--- config.mk ---
export PLATFORM = sky130hd
export DESIGN_NAME = temp3w_sensor_ctrl_flat
export DESIGN_NICKNAME = d
export VERILOG_FILES = /design/src/rtl/temp3w_pkg.sv /design/src/rtl/temp3w_if.sv /design/src/rtl/temp3w_tick_gen.sv /design/src/rtl/temp3w_sensor_ctrl.sv /design/src/flat_wrapper.sv
export SDC_FILE = /design/constraint.sdc
export NUM_CORES = 1
export LEC_CHECK = 0
export BUFFER_PORTS_ARGS = -buffer_cell sky130_fd_sc_hd__buf_2
export CAP_MARGIN = 10
export CORE_MARGIN = 4
export CORE_UTILIZATION = 28
export CTS_CLUSTER_SIZE = 12
export DETAILED_ROUTE_END_ITERATION = 12
export PLACE_DENSITY = 0.56
export SLEW_MARGIN = 40
export SYNTH_ARGS = -nofsm -noshare
export SYNTH_HDL_FRONTEND = slang
export SYNTH_SLANG_ARGS = --single-unit
--- constraint.sdc ---
create_clock -name clk_50 -period 2.5 [get_ports clk_50]
set_input_delay 0.25 -clock clk_50 [delete_from_list [all_inputs] [get_ports clk_50]]
set_output_delay 0.25 -clock clk_50 [all_outputs]
set_load 0.02 [all_outputs]
--- src/rtl/temp3w_pkg.sv ---
// Shared types and timing constants for the 3-wire temperature sensor controller.
package temp3w_pkg;

    typedef enum logic [2:0] {
        IDLE,
        CS_SETUP,
        READ,
        TURN,
        WRITE,
        CS_HOLD
    } state_t;

    // One extra bit so the counter can also reach DATA_W plus the trailing half-period.
    function automatic int bit_cnt_w(input int w);
        return $clog2(w) + 1;
    endfunction

    localparam int BIT_CNT_W = bit_cnt_w(16);

    localparam int SETUP_HP = 1;
    localparam int TRAIL_HP = 1;
    localparam int TURN_HP  = 1;
    localparam int HOLD_HP  = 2;

endpackage

--- src/rtl/temp3w_if.sv ---
// CPU-side request/status and split sensor pad signals of the temperature sensor controller.
interface temp3w_if #(
    parameter int DATA_W = 16
);
    logic              start;
    logic              auto_en;
    logic              wr_en;
    logic [DATA_W-1:0] wr_data;
    logic              busy;
    logic              done;
    logic [DATA_W-1:0] temp_data;
    logic              temp_valid;
    logic              cs_n;
    logic              sc;
    logic              sio_o;
    logic              sio_oe;
    logic              sio_i;

    modport master (
        input  start, auto_en, wr_en, wr_data, sio_i,
        output busy, done, temp_data, temp_valid, cs_n, sc, sio_o, sio_oe
    );

    modport slave (
        output start, auto_en, wr_en, wr_data, sio_i,
        input  busy, done, temp_data, temp_valid, cs_n, sc, sio_o, sio_oe
    );

endinterface

--- src/rtl/temp3w_tick_gen.sv ---
// Half-period tick generator: one tick every CLK_DIV enabled cycles.
module temp3w_tick_gen #(
    parameter int CLK_DIV = 25
) (
    input  logic clk_50,
    input  logic reset_n,
    input  logic en,
    input  logic clr,
    output logic tick
);
    localparam logic [7:0] LAST = 8'(CLK_DIV - 1);

    logic [7:0] cnt;

    assign tick = en && (cnt == LAST);

    always_ff @(posedge clk_50 or negedge reset_n) begin
        if (!reset_n) begin
            cnt <= '0;
        end else if (clr || tick) begin
            cnt <= '0;
        end else if (en) begin
            cnt <= cnt + 8'd1;
        end
    end

endmodule

--- src/rtl/temp3w_sensor_ctrl.sv ---
// Master sequencer for the 3-wire temperature sensor: read a word, optionally write a
// command word, triggered by a CPU start pulse or the internal poll timer.
module temp3w_sensor_ctrl
    import temp3w_pkg::*;
#(
    parameter int CLK_DIV     = 25,
    parameter int POLL_CYCLES = 50000000,
    parameter int DATA_W      = 16
) (
    input  logic     clk_50,
    input  logic     reset_n,
    temp3w_if.master bus
);
    localparam int BCW = bit_cnt_w(DATA_W);
    localparam int PW  = $clog2(POLL_CYCLES);

    localparam logic [BCW-1:0] SETUP_LAST = BCW'(SETUP_HP - 1);
    localparam logic [BCW-1:0] TURN_LAST  = BCW'(TURN_HP - 1);
    localparam logic [BCW-1:0] HOLD_LAST  = BCW'(HOLD_HP - 1);
    localparam logic [BCW-1:0] BITS       = BCW'(DATA_W);
    localparam logic [BCW-1:0] LAST_BIT   = BCW'(DATA_W - 1);
    localparam logic [BCW-1:0] TRAIL_LAST = BCW'(DATA_W + TRAIL_HP - 1);
    localparam logic [PW-1:0]  POLL_LAST  = PW'(POLL_CYCLES - 1);

    state_t            state, state_nxt;
    logic              hp_tick;
    logic              phase;
    logic [BCW-1:0]    bit_cnt;
    logic [DATA_W-1:0] rd_shift;
    logic [DATA_W-1:0] wr_shift;
    logic              wr_sel;
    logic              pending;
    logic [PW-1:0]     poll_cnt;
    logic              poll_tick;
    logic              req_in;
    logic              accept;
    logic [DATA_W-1:0] temp_data;
    logic              temp_valid;
    logic              done;

    logic setup_end, read_done, turn_end, write_done, hold_end;

    temp3w_tick_gen #(.CLK_DIV(CLK_DIV)) u_tick (
        .clk_50  (clk_50),
        .reset_n (reset_n),
        .en      (state != IDLE),
        .clr     (accept),
        .tick    (hp_tick)
    );

    // Poll timer runs regardless of busy; requests landing mid-transfer become pending.
    assign poll_tick = bus.auto_en && (poll_cnt == POLL_LAST);
    assign req_in    = bus.start || poll_tick;
    assign accept    = (state == IDLE) && (req_in || pending);

    always_ff @(posedge clk_50 or negedge reset_n) begin
        if (!reset_n) begin
            poll_cnt <= '0;
        end else if (!bus.auto_en || poll_tick) begin
            poll_cnt <= '0;
        end else begin
            poll_cnt <= poll_cnt + PW'(1);
        end
    end

    always_ff @(posedge clk_50 or negedge reset_n) begin
        if (!reset_n) begin
            pending <= 1'b0;
        end else if (accept) begin
            pending <= 1'b0;
        end else if (state != IDLE && req_in) begin
            pending <= 1'b1;
        end
    end

    assign setup_end  = (state == CS_SETUP) && hp_tick && (bit_cnt == SETUP_LAST);
    assign read_done  = (state == READ) && hp_tick && !phase && (bit_cnt == TRAIL_LAST);
    assign turn_end   = (state == TURN) && hp_tick && (bit_cnt == TURN_LAST);
    assign write_done = (state == WRITE) && hp_tick && phase && (bit_cnt == LAST_BIT);
    assign hold_end   = (state == CS_HOLD) && hp_tick && (bit_cnt == HOLD_LAST);

    always_ff @(posedge clk_50 or negedge reset_n) begin
        if (!reset_n) begin
            state <= IDLE;
        end else begin
            state <= state_nxt;
        end
    end

    always_comb begin
        state_nxt = state;
        case (state)
            IDLE:     if (accept)     state_nxt = CS_SETUP;
            CS_SETUP: if (setup_end)  state_nxt = READ;
            READ:     if (read_done)  state_nxt = wr_sel ? TURN : CS_HOLD;
            TURN:     if (turn_end)   state_nxt = WRITE;
            WRITE:    if (write_done) state_nxt = CS_HOLD;
            CS_HOLD:  if (hold_end)   state_nxt = IDLE;
            default:                  state_nxt = IDLE;
        endcase
    end

    // Pad outputs decode straight from registered state so reset releases the bus at once.
    always_comb begin
        bus.busy   = (state != IDLE);
        bus.cs_n   = (state == IDLE) || (state == CS_HOLD);
        bus.sc     = ((state == READ) || (state == WRITE)) && phase;
        bus.sio_oe = (state == WRITE);
        bus.sio_o  = (state == WRITE) && wr_shift[DATA_W-1];
    end

    // bit_cnt counts bits in READ/WRITE (advancing on sc falling) and half-periods elsewhere.
    always_ff @(posedge clk_50 or negedge reset_n) begin
        if (!reset_n) begin
            bit_cnt <= '0;
            phase   <= 1'b0;
        end else if (state_nxt != state) begin
            bit_cnt <= '0;
            phase   <= 1'b0;
        end else if (hp_tick) begin
            if (state == READ || state == WRITE) begin
                if (phase || bit_cnt >= BITS) begin
                    bit_cnt <= bit_cnt + BCW'(1);
                end
                phase <= !phase && (bit_cnt < BITS);
            end else begin
                bit_cnt <= bit_cnt + BCW'(1);
            end
        end
    end

    always_ff @(posedge clk_50 or negedge reset_n) begin
        if (!reset_n) begin
            rd_shift   <= '0;
            wr_shift   <= '0;
            wr_sel     <= 1'b0;
            temp_data  <= '0;
            temp_valid <= 1'b0;
            done       <= 1'b0;
        end else begin
            done <= hold_end;
            if (accept) begin
                wr_sel   <= bus.wr_en;
                wr_shift <= bus.wr_data;
            end else if (state == WRITE && hp_tick && phase) begin
                wr_shift <= {wr_shift[DATA_W-2:0], 1'b0};
            end
            if (state == READ && hp_tick && !phase && bit_cnt < BITS) begin
                rd_shift <= {rd_shift[DATA_W-2:0], bus.sio_i};
            end
            if (read_done) begin
                temp_data  <= rd_shift;
                temp_valid <= 1'b1;
            end
        end
    end

    assign bus.temp_data  = temp_data;
    assign bus.temp_valid = temp_valid;
    assign bus.done       = done;

endmodule

--- src/flat_wrapper.sv ---
// flat-port wrapper written by rule: the top's interface ports become plain ports
module temp3w_sensor_ctrl_flat import temp3w_pkg::*;
#(
    parameter int CLK_DIV     = 25,
    parameter int POLL_CYCLES = 50000000,
    parameter int DATA_W      = 16
)
  (clk_50, reset_n, bus_start, bus_auto_en, bus_wr_en, bus_wr_data, bus_sio_i, bus_busy, bus_done, bus_temp_data, bus_temp_valid, bus_cs_n, bus_sc, bus_sio_o, bus_sio_oe);
  temp3w_if #(.DATA_W(DATA_W)) bus_i ();
  input  logic clk_50;
  input  logic reset_n;
  input wire logic [$bits(bus_i.start)-1:0] bus_start;
  input wire logic [$bits(bus_i.auto_en)-1:0] bus_auto_en;
  input wire logic [$bits(bus_i.wr_en)-1:0] bus_wr_en;
  input wire logic [$bits(bus_i.wr_data)-1:0] bus_wr_data;
  input wire logic [$bits(bus_i.sio_i)-1:0] bus_sio_i;
  output wire logic [$bits(bus_i.busy)-1:0] bus_busy;
  output wire logic [$bits(bus_i.done)-1:0] bus_done;
  output wire logic [$bits(bus_i.temp_data)-1:0] bus_temp_data;
  output wire logic [$bits(bus_i.temp_valid)-1:0] bus_temp_valid;
  output wire logic [$bits(bus_i.cs_n)-1:0] bus_cs_n;
  output wire logic [$bits(bus_i.sc)-1:0] bus_sc;
  output wire logic [$bits(bus_i.sio_o)-1:0] bus_sio_o;
  output wire logic [$bits(bus_i.sio_oe)-1:0] bus_sio_oe;
  assign bus_i.start = bus_start;
  assign bus_i.auto_en = bus_auto_en;
  assign bus_i.wr_en = bus_wr_en;
  assign bus_i.wr_data = bus_wr_data;
  assign bus_i.sio_i = bus_sio_i;
  assign bus_busy = bus_i.busy;
  assign bus_done = bus_i.done;
  assign bus_temp_data = bus_i.temp_data;
  assign bus_temp_valid = bus_i.temp_valid;
  assign bus_cs_n = bus_i.cs_n;
  assign bus_sc = bus_i.sc;
  assign bus_sio_o = bus_i.sio_o;
  assign bus_sio_oe = bus_i.sio_oe;
  temp3w_sensor_ctrl #(.CLK_DIV(CLK_DIV), .POLL_CYCLES(POLL_CYCLES), .DATA_W(DATA_W)) u_core (.clk_50(clk_50), .reset_n(reset_n), .bus(bus_i));
endmodule
======== After elaboration in Yosys (flattened, before gate mapping) ========
Cells that the tools add are included.
word-level totals
  bits in registers ....................... 95
  bits in latches ......................... 0
  bits in writable memories ............... 0
  bits in read-only memories .............. 0
  input bits .............................. 22
  output and inout port bits .............. 23
  word-level logic and storage cells ...... 90
  memories ................................ 0
operators by class
  add/sub/neg operators ................... 3
  multiply operators ...................... 0
  div/mod/pow operators ................... 0
  $lt $le $gt $ge ......................... 2
  equality and inequality tests ........... 12
  shifts and indexed selects .............. 0
  mux-type cells .......................... 22
  bitwise gates (word level) .............. 0
  reduce and logical (&&, ||, !) cells .... 39
operator list
  operator                                                               count
  16-bit two-way mux                                                     2
  26-bit by 1-bit adder with 26-bit output, second input constant        1
  26-bit equality test, second input constant                            1
  26-bit two-way mux                                                     1
  3-bit two-way mux                                                      7
  1-bit logical AND                                                      20
  5-bit two-way mux                                                      4
  3-bit one-hot mux with 6 select lines                                  1
  8-bit two-way mux                                                      2
  2-bit nonzero test                                                     5
  8-bit by 1-bit adder with 8-bit output, second input constant          1
  8-bit by 5-bit equality test with 1-bit output, second input constant  1
  1-bit logical OR                                                       7
  3-bit by 2-bit equality test with 1-bit output, second input constant  2
  3-bit equality test, second input constant                             2
  5-bit by 1-bit adder with 5-bit output, second input constant          1
  5-bit by 1-bit equality test with 1-bit output, second input constant  1
  5-bit by 4-bit equality test with 1-bit output, second input constant  1
  5-bit equality test, second input constant                             1
  5-bit >= comparator, second input constant                             1
  5-bit logical NOT                                                      1
  5-bit less-than comparator, second input constant                      1
  1-bit two-way mux                                                      5
  2-bit AND reduction                                                    2
  other kinds (6)                                                        7

======== Depth between registers and ports, before layout ========
Gate-level depths: netlist of the first run.
  word-level depth ........................ 10
  depth in mapped cells ................... 9
  depth with buffers taken out ............ 7

======== Hierarchy ========
Synthesis of the first run repeated with hierarchy kept, for this count alone.
unflattened totals
  cell total of the unflattened synthesis .. 424
  area total of the unflattened synthesis .. 4714.5 sq um
by module, submodules not included
  module              instances  cells each  area each (sq um)  sequential area each (sq um)
  temp3w_sensor_ctrl  1          373         4229.1             2177.1
  temp3w_tick_gen     1          51          485.5              200.2

======== Worst setup path after synthesis of the first run ========
Ideal clock, no wire load.
  path type ............................... reg2reg
  from .................................... register u_core.state[2]
  to ...................................... register u_core.wr_shift[10]
  setup time .............................. 0.126 ns
  arrival ................................. 2.161 ns
  required time ........................... 2.374 ns
  slack ................................... 0.213 ns
  cell stages (with the launch flop) ...... 8
  path buffers ............................ 3
  period minus slack after synthesis ...... 2.287 ns
  path through ............................ dfrtp_1 -> clkbuf_1 -> nor3b_1 -> and3_1 -> clkbuf_1 -> a21oi_2 -> buf_6 -> a221o_1
on the way
  elaborated cells between the ends (all ways) .. 9
  classes of those cells .................. 1 x eq/ne; 1 x mux; 7 x reduce/logical
RTL lines
  what                                 line                       RTL
  from (decl)                          temp3w_sensor_ctrl.sv:25   state_t state, state_nxt;
  from (signal assigned)               temp3w_sensor_ctrl.sv:86   state <= state_nxt;
  3-bit equality test                  -
  named net bus_sio_oe                 flat_wrapper.sv:24         output wire logic [$bits(bus_i.sio_oe)-1:0] bus_sio_oe;
  1-bit logical AND (2 in series)      temp3w_sensor_ctrl.sv:145  end else if (state == WRITE && hp_tick && phase) begin
  2-bit nonzero test (no source line)  -
  to (signal assigned)                 temp3w_sensor_ctrl.sv:144  wr_shift <= bus.wr_data;
  to (signal assigned)                 temp3w_sensor_ctrl.sv:146  wr_shift <= {wr_shift[DATA_W-2:0], 1'b0};
  to (decl)                            temp3w_sensor_ctrl.sv:30   logic [DATA_W-1:0] wr_shift;
The timed path passes the listed nets, and every way through them passes these cells.
A chain may end at the register's enable or synchronous reset.

======== Worst setup path after layout of the first run ========
  from .................................... register u_core.poll_cnt[0]
  to ...................................... register u_core.bit_cnt[4]
on the way
  longest elaborated chain between the ends .. 10
  elaborated cells between the ends (all ways) .. 12
  classes of those cells .................. 3 x eq/ne; 3 x mux; 6 x reduce/logical
RTL lines
  what                                                                                 line                       RTL
  from (decl)                                                                          temp3w_sensor_ctrl.sv:33   logic [PW-1:0] poll_cnt;
  from (signal assigned)                                                               temp3w_sensor_ctrl.sv:62   poll_cnt <= poll_cnt + PW'(1);
  26-bit equality test (*)                                                             temp3w_sensor_ctrl.sv:52   assign poll_tick = bus.auto_en && (poll_cnt == POLL_LAST);
  1-bit logical AND (*)                                                                temp3w_sensor_ctrl.sv:52
  1-bit logical OR (*)                                                                 temp3w_sensor_ctrl.sv:53   assign req_in = bus.start || poll_tick;
  1-bit logical OR (*)                                                                 temp3w_sensor_ctrl.sv:54   assign accept = (state == IDLE) && (req_in || pending);
  1-bit logical AND (*)                                                                temp3w_sensor_ctrl.sv:54
  3-bit two-way mux (*)                                                                temp3w_sensor_ctrl.sv:93   IDLE: if (accept) state_nxt = CS_SETUP;
  3-bit one-hot mux with 6 select lines (*)                                            temp3w_sensor_ctrl.sv:92   case (state)
  3-bit inequality test (*)                                                            temp3w_sensor_ctrl.sv:117  end else if (state_nxt != state) begin
  3-bit inequality test (no source line) / 2-bit nonzero test (equally long branches)  -
  2-bit AND reduction (no source line)                                                 -
  to (signal assigned)                                                                 temp3w_sensor_ctrl.sv:123  bit_cnt <= bit_cnt + BCW'(1);
  to (signal assigned)                                                                 temp3w_sensor_ctrl.sv:127  bit_cnt <= bit_cnt + BCW'(1);
  to (decl)                                                                            temp3w_sensor_ctrl.sv:28   logic [BCW-1:0] bit_cnt;
Every way passes the cells marked *; elsewhere a longest branch is shown, timed or not.

==> metrics.yaml, run 1 <==
yosysSeqAreaShare_pct: 52.9
dieArea_mm2: 0.0182
core_area_mm2: 0.0158
synth_edf_count: 0
setup_viol: 0
min_period_over_period_pct: 94.4
fp-row-count: 46
grt_usage_pct: 10.8
cts_setup_buffers: 0
slew_headroom_pct: 54.4
max_slew.worst_pin.slew_ps: 685
finalNetCount: 483
routed_wl_um: 9180
grt_pass1_vias: 3143
clockBufferDepth: 2
htreeDepth: 3
rsz0062_at_grt: "false"
syn-num-nets: 429
crit_type: "reg -> reg"
ir_drop_mv: 0.334
cp-start-kind: "flip-flop"
clk_pin_slew_ps: 70
ff_latch_area_mm2: 0.00238
grt_pass1_wl_um: 15800
clk_latency_ps: 350
slew_viol_final: 0
status: "completed"
worstPathArrival_ps: 2580
dp_cells: 658
cts_buffers: 9
vias: 3150
drc_errors: 0
multi_input_area_mm2: 0.00198
hold_viol: 0
synth_cell_type_count: 53
synth_top_family_by_area: "simple AND/OR/NAND/NOR gates"
hold_path_class: "in -> reg"
overflow: 0
dp_hpwl_um: 6450
leakagePower_nw: 2.46
synthSimpleGateAreaFrac_pct: 20.0
drive_above_1_share_pct: 25.7
synthXorXnorAreaFrac_pct: 5.84
min_period_ps: 2360
mostFrequentLayoutCells: "95 x dfrtp_1, 45 x nor2_1, 43 x buf_2"
cp.required_ps: 2720
cts-root-buf: "clkbuf_16"
routed_via_density: 4.67
die_x_um: 135
drv_cap: 0
gp_congestion: 0.827
synth_compound_gate_area_share_pct: 7.87
avgRoutedWirePerCell_um: 13.6
cp_max_fo: 6
powerDensity_mw_per_mm2: 563
finalPower_w: 0.00300
die_h_um: 135
max_freq_mhz: 424
mostFrequentLayoutCell: "dfrtp_1"
synth-main-ff-cell: "dfrtp_1"
dr.pass1.iters: 4
ios: 45
synth-seq-cells: 95
grt_start_max_net_pins: 41
skew_ps: 8.96
ant_nets: 0
synthCells: 400
async_flop_share_pct: 100
antenna_found_initial: 0
ys_warn_count: 0
io_buffers: 44
start_util_pct: 28.4
numClockSinks: 95
post_synth.cell_area_avg_um2: 11.2
tns_ps: 0
end_kind: "flip-flop"
cts_tree: "yes"
netlist_area_mm2: 0.00450
diodes: 0
fin_cells: 675
nFillCells: 1606
yosys-mux-area-fraction_pct: 8.46
syn2layout_area_growth_pct: 18.4
drt_first_iter_violations: 242
yosys.area_share.adder_pct: 1.95
logic make-up after synthesis:
logic type,count (synthesis)
fa+ha+maj,7
xor+xnor,30
flops,95
simple gates,164
buf+inv,28
compound gates,42
mux,34
stage by stage:
| stage | hold slack (ps) | worst slack, ps | util, % | cell area, um2 |
|---|---|---|---|---|
| finish | 130 | 141 | 33.7 | 5330 |
| global route | 120 | 43.3 | 33.7 | 5330 |
| CTS | 115 | 125 | 33.7 | 5330 |
| detailed placement | 227 | 132 | 31.8 | 5030 |
| global placement | 216 | 172 | 31.8 | 5030 |
| floorplan | -45.6 | 213 | - | 4500 |
synthesized netlist by cell type, drive strengths merged, types with 2 or more instances:
master / instances / share of area (%)
and2: 18 / 2.5
nand4: 8 / 1.1
xnor2: 14 / 2.7
dfrtp: 95 / 53
xor2: 16 / 3.1
nand2b: 5 / 0.70
ha: 7 / 1.9
nand3b: 2 / 0.33
a221o: 15 / 3.3
nor4: 4 / 0.56
buf: 8 / 1.4
a21oi: 8 / 0.97
or3: 4 / 0.56
nor3: 12 / 1.3
or4: 3 / 0.58
inv: 13 / 1.1
and4: 3 / 0.58
nor2: 47 / 4.3
o21ai: 8 / 0.97
mux2i: 2 / 0.45
nand3: 18 / 2.0
and3: 8 / 1.1
mux2: 32 / 8.0
nand2: 18 / 1.5
nor4b: 3 / 0.58
or4b: 4 / 1.1
clkbuf: 7 / 0.58
or2: 3 / 0.42
report_power, final:
group | switching (W) | total (W) | leakage [nW] | internal [W]
clock | 0.000641 | 0.00134 | 0.137 | 0.000695
sequential | 0.0000125 | 0.00157 | 1.28 | 0.00156
combinational | 0.0000538 | 0.0000905 | 1.04 | 0.0000367
critical path, stage by stage (launching register included):
cell and delay, ps:
dfrtp_1 390, ha_1 210, nand3_1 110, or4b_4 590
or4_1 540, a31oi_4 300, a2111oi_1 90
per-layer routing:
layer / global-route usage, % / vias up / routed length [um]
met1: 14.6 / 1570 / 4380
met3: 3.39 / 9 / 348
met5: 0 / - / 0
met4: 3.22 / 0 / 117
met2: 16.5 / 42 / 4340
li1: - / 1529 / -
final cells by class:
class | instances | share of cell area (%)
clock buffer | 9 | 4.23
multi-input combinational | 277 | 37.3
clock inverter | 7 | 1.22
tap | 216 | 5.07
sequential | 95 | 44.6
inverter | 13 | 0.916
timing repair buffer | 58 | 6.67
final timing paths:
path	from	end	slack (ps)	cells after the start
setup / recovery	u_core.poll_cnt[0]	u_core.bit_cnt[4]	140	6
hold / removal	bus_wr_data[8]	u_core.wr_shift[8]	130	2
setup reg to reg	u_core.poll_cnt[0]	u_core.bit_cnt[4]	140	6
hold reg to reg	u_core.bus.temp_valid	u_core.bus.temp_valid	480	1
max in group asynchronous	reset_n	u_core.bus.temp_data[7]	1420	3
min in group asynchronous	reset_n	u_core.state[2]	390	2
flip-flops by register name (all words and copies together), names as in the netlist:
signal and count:
u_core.bit_cnt 5, u_core.bus.done 1, u_core.bus.temp_data 16, u_core.bus.temp_valid 1, u_core.pending 1, u_core.phase 1, u_core.poll_cnt 26, u_core.rd_shift 16
u_core.state 3, u_core.u_tick.cnt 8, u_core.wr_sel 1, u_core.wr_shift 16
timing repair:
action	4_1_cts	5_1_grt
endpoints found under the hold margin	30	0
hold buffers	1	0
endpoints found under the setup margin	0	0
gates resized for setup	0	0
Note: power is estimated with default switching activity, not from simulation.
==> inputs of run 2 (changes only) <==
Settings changed: CTS_BUF_LIST set to sky130_fd_sc_hd__clkbuf_2 sky130_fd_sc_hd__clkbuf_4 sky130_fd_sc_hd__clkbuf_8.
==> run 2 against run 1 <==
  * First-iteration DRC count decreased by 7.4%
  * Final cell count unchanged
  * Die area unchanged
  * Power decreased by 12%
  * Setup slack improved by 3.3 ps
  * Sequential power about the same
  * Combinational power about the same
  * Sequential cell count unchanged
  * Core utilization decreased by 0.64 points
  * Critical path type unchanged
  * Largest cell class unchanged
  * Largest power group unchanged
  * Highest routed layer unchanged
==> metrics.yaml, run 2 (synthesis results as in run 1) <==
status: "completed"
hold_path_class: "in -> reg"
worstPathArrival_ps: 2610  # +30 ps
max_freq_mhz: 424  # +0.14%
routed_via_density: 4.68  # +0.35%
setup_viol: 0  # unchanged
grt_usage_pct: 10.7  # -0.079 points
grt_start_max_net_pins: 41  # unchanged
core_area_mm2: 0.0158  # unchanged
rsz0062_at_grt: "false"
cts_setup_buffers: 0  # unchanged
crit_type: "reg -> reg"
grt_pass1_wl_um: 15700  # -0.74%
die_h_um: 135  # unchanged
crit_path_top_delay_cell: "or4b_4"
numClockSinks: 95  # unchanged
hold_viol: 0  # unchanged
dieArea_mm2: 0.0182  # unchanged
avgRoutedWirePerCell_um: 13.5  # -0.76%
min_period_over_period_pct: 94.2  # -0.13 points
start_util_pct: 28.4  # unchanged
slowest_delay_ps: 590  # about the same
clockBufferDepth: 2  # unchanged
place_area_mm2: 0.00503  # unchanged
min_period_ps: 2360  # -3.26 ps
cp-start-kind: "flip-flop"
grt_pass1_vias: 3119  # -0.76%
leakagePower_nw: 2.41  # -1.9%
overflow: 0  # unchanged
drc_errors: 0  # unchanged
largest_register_ffs: 26  # unchanged
fin_util_pct: 33.0  # -0.64 points
antenna_found_initial: 0  # unchanged
drt_first_iter_violations: 224  # -7.4%
cts_buffers: 9  # unchanged
clk_pin_slew_ps: 100  # +30 ps
ant_nets: 0  # unchanged
gp_congestion: 0.827  # unchanged
cp.required_ps: 2750  # +30 ps
syn2layout_area_growth_pct: 16.2
ctsResizeCount: 0  # unchanged
dr.pass1.iters: 4  # unchanged
slew_headroom_pct: 54.4  # about the same
setup_slack_ps: 144  # +3.27 ps
powerDensity_mw_per_mm2: 504  # -11%
end_kind: "flip-flop"
slew_viol_final: 0  # unchanged
vias: 3161  # +0.35%
drive_above_1_share_pct: 25.7  # unchanged
cts-root-buf: "clkbuf_8"
finalNetCount: 483  # unchanged
min_path_cells: 2  # unchanged
htreeDepth: 3  # unchanged
dp_hpwl_um: 6450  # unchanged
reg2reg_depth: 6  # unchanged
io_buffers: 44  # unchanged
ir_drop_mv: 0.321  # -3.8%
fp-row-count: 46  # unchanged
cts_tree: "yes"
die_x_um: 135  # unchanged
cp_max_fo: 6  # unchanged
crit_buf_inv: 0  # unchanged
ios: 45  # unchanged
mostFrequentLayoutCell: "dfrtp_1"
fin_area_mm2: 0.00523  # -1.9%
skew_ps: 9.32  # +0.364 ps
drv_cap: 0  # unchanged
crit_cells: 6  # unchanged
place_ws_ps: 132  # unchanged
worstPathCellList: "ha_1 > nand3_1 > or4b_4 > or4_1 > a31oi_4 > nor3_1"
diodes: 0  # unchanged
routed_wl_um: 9110  # -0.76%
clk_latency_ps: 380  # +30 ps
critPathTopFamily: "simple AND/OR/NAND/NOR gates"
mostFrequentLayoutCells: "95 x dfrtp_1, 45 x nor2_1, 43 x buf_2"
top_register: "u_core.poll_cnt"
max_slew.worst_pin.slew_ps: 685  # +0.128 ps
tns_ps: 0  # unchanged
==> run 2: cell type report <==
type | count | area (um2)
Clock buffer | 9 | 124
Clock inverter | 7 | 65.1
Fill cell | 1619 | 10600
Inverter | 13 | 48.8
Multi-Input combinational cell | 277 | 1980
Sequential cell | 95 | 2380
Tap cell | 216 | 270
Timing Repair Buffer | 58 | 355
==> run 2: power breakdown <==
part,total [W],switching [W],internal [W],leakage (nW)
combinational,0.0000904,0.0000537,0.0000367,1.04
clock,0.000971,0.000589,0.000382,0.0909
sequential,0.00157,0.0000125,0.00156,1.28
==> run 2: worst paths after layout <==
check / from / end / slack [ps]
min in group asynchronous: reset_n / u_core.state[2] / 360
max in group asynchronous: reset_n / u_core.bus.temp_data[7] / 1450
worst min-delay path: bus_wr_data[8] / u_core.wr_shift[8] / 100
worst max-delay path: u_core.poll_cnt[0] / u_core.phase / 140
worst max register to register: u_core.poll_cnt[0] / u_core.phase / 140
worst min register to register: u_core.bus.temp_valid / u_core.bus.temp_valid / 480
==> run 2: stage by stage <==
stage	hold WS [ps]	std cells	total power, W
4_1_cts	74.1	675	0.00269
2_1_floorplan	-45.6	400	0.00163
3_5_place_dp	227	658	0.00169
3_3_place_gp	216	658	0.00169
6_report	101	675	0.00263
5_1_grt	74.4	675	0.00277
==> run 2: routing by layer <==
layer	global-route usage (%)	part of all wire (%)	vias up
met2	16.4	47	62
met3	3.39	4.9	7
met4	3.05	1.3	0
met1	14.5	47	1567
li1	-	-	1525
met5	0	0	-
==> run 2: what timing repair did <==
| action | CTS | global route |
|---|---|---|
| hold endpoints to repair | 30 | 0 |
| endpoints found under the setup margin | 0 | 0 |
| hold buffers | 1 | 0 |
==> inputs of run 3 (changes only) <==
--- a/config.mk
+++ b/config.mk
@@ -11,8 +11,6 @@
 export CORE_UTILIZATION = 28
 export CTS_BUF_LIST = sky130_fd_sc_hd__clkbuf_2 sky130_fd_sc_hd__clkbuf_4 sky130_fd_sc_hd__clkbuf_8
-export CTS_CLUSTER_SIZE = 12
 export DETAILED_ROUTE_END_ITERATION = 12
 export PLACE_DENSITY = 0.56
-export SLEW_MARGIN = 40
 export SYNTH_ARGS = -nofsm -noshare
 export SYNTH_HDL_FRONTEND = slang
==> constraint.sdc (replaced) <==
create_clock -name clk_50 -period 2.5 [get_ports clk_50]
set_input_delay 0.25 -clock clk_50 [delete_from_list [all_inputs] [get_ports clk_50]]
set_output_delay 0.25 -clock clk_50 [all_outputs]
set_load 0.005 [all_outputs]
==> run 3 against run 2 <==
  * Sequential share of layout area unchanged
  * Die area is the same
  * Highest routed layer unchanged
  * Critical endpoint unchanged
  * Power hardly changed
  * Setup slack got worse by 1.5 ps
==> metrics.yaml, run 3 (synthesis results as in run 1) <==
cts-root-buf: "clkbuf_8"
drive_above_1_share_pct: 25.7  # unchanged
core_area_mm2: 0.0158  # unchanged
grt_start_max_net_pins: 41  # unchanged
numClockSinks: 95  # unchanged
status: "completed"
holdWs_ps: 101  # +0.0170 ps
largest_register_ffs: 26  # unchanged
top_register: "u_core.poll_cnt"
hold_viol: 0  # unchanged
min_period_over_period_pct: 94.3  # about the same
avgRoutedWirePerCell_um: 13.5  # about the same
syn2layout_area_growth_pct: 16.2  # unchanged
cp-start-kind: "flip-flop"
finalNetCount: 483  # unchanged
max_freq_mhz: 424  # about the same
diodes: 0  # unchanged
overflow: 0  # unchanged
drc_errors: 0  # unchanged
max_slew.worst_pin.slew_ps: 910  # +226 ps
skew_ps: 9.32  # -0.0000800 ps
tns_ps: 0  # unchanged
cp.required_ps: 2750  # about the same
cts_buffers: 9  # unchanged
cp_max_fo: 6  # unchanged
dr.pass1.iters: 4  # unchanged
grt_pass1_vias: 3119  # unchanged
slew_headroom_pct: 38.5  # -16 points
fp-row-count: 46  # unchanged
start_util_pct: 28.4  # unchanged
leakagePower_nw: 2.41  # about the same
htreeDepth: 3  # unchanged
grt_pass1_wl_um: 15700  # unchanged
ctsResizeCount: 0  # unchanged
ant_nets: 0  # unchanged
startpoint: "u_core.poll_cnt[0]"
routed_via_density: 4.68  # about the same
drt_first_iter_violations: 216  # -3.6%
ff_latch_area_mm2: 0.00238  # unchanged
clockBufferDepth: 2  # unchanged
mostFrequentLayoutCells: "95 x dfrtp_1, 45 x nor2_1, 43 x buf_2"
end_kind: "flip-flop"
rsz0062_at_grt: "false"
gp_congestion: 0.827  # unchanged
drv_cap: 0  # unchanged
clk_latency_ps: 380  # about the same
crit_type: "reg -> reg"
clk_pin_slew_ps: 100  # about the same
dieArea_mm2: 0.0182  # unchanged
nFillCells: 1619  # unchanged
hp-start: "bus_wr_data[8]"
antenna_found_initial: 0  # unchanged
mostFrequentLayoutCell: "dfrtp_1"
hold_path_class: "in -> reg"
setup_viol: 0  # unchanged
slew_viol_final: 0  # unchanged
multi_input_area_mm2: 0.00198  # unchanged
dp_hpwl_um: 6450  # unchanged
cts_tree: "yes"
reg2reg_from: "u_core.poll_cnt[0]"
vias: 3160  # -0.032%
worstPathArrival_ps: 2610  # about the same
die_x_um: 135  # unchanged
ir_drop_mv: 0.321  # about the same
min_period_ps: 2360  # +1.50 ps
ios: 45  # unchanged
routed_wl_um: 9120  # about the same
io_buffers: 44  # unchanged
grt_usage_pct: 10.7  # unchanged
powerDensity_mw_per_mm2: 504  # about the same
die_h_um: 135  # unchanged
## run 3: layer usage
layer,GRT usage [%],wire (um),up-vias
met3,3.39,423,7
met5,0,0,-
met1,14.5,4290,1571
met4,3.05,121,0
met2,16.4,4290,57
li1,-,-,1525
## run 3: final timing paths
check / to / slack, ps / depth (start not counted)
setup / recovery: u_core.phase / 140 / 6
hold / removal: u_core.wr_shift[8] / 100 / 2
setup reg to reg: u_core.phase / 140 / 6
hold reg to reg: u_core.bus.temp_valid / 480 / 1
max in group asynchronous: u_core.bus.temp_data[7] / 1450 / 3
min in group asynchronous: u_core.state[2] / 360 / 2
## run 3: worst max-delay path: stages (launching register included)
cell,delay (ps)
dfrtp_1,400
ha_1,210
nand3_1,110
or4b_4,590
or4_1,540
a31oi_4,300
nor3_1,90
## run 3: final cells by class
type | instances | share of cell area, %
Sequential cell | 95 | 45.5
Multi-Input combinational cell | 277 | 38.0
Timing Repair Buffer | 58 | 6.80
Tap cell | 216 | 5.17
Clock buffer | 9 | 2.37
Clock inverter | 7 | 1.25
Inverter | 13 | 0.934
## run 3: timing repair
item | CTS | global route
hold buffers | 1 | 0
buffers inserted | 0 | 0
endpoints found under the hold margin | 30 | 0
## run 3: stage by stage
| stage | instances | power, W | area (um2) | setup WS [ps] | utilization [%] |
|---|---|---|---|---|---|
| floorplan | 400 | 0.00163 | 4500 | 225 | - |
| global placement | 658 | 0.00169 | 5030 | 172 | 31.8 |
| detailed placement | 658 | 0.00169 | 5030 | 131 | 31.8 |
| CTS | 675 | 0.00269 | 5230 | 125 | 33.0 |
| global route | 675 | 0.00277 | 5230 | 19.1 | 33.0 |
| finish | 675 | 0.00263 | 5230 | 142 | 33.0 |
## run 3: power breakdown
| group | internal (W) | switching (W) | leakage [nW] |
|---|---|---|---|
| clock | 0.000382 | 0.000589 | 0.0909 |
| sequential | 0.00156 | 0.0000125 | 1.28 |
| combinational | 0.0000367 | 0.0000537 | 1.04 |
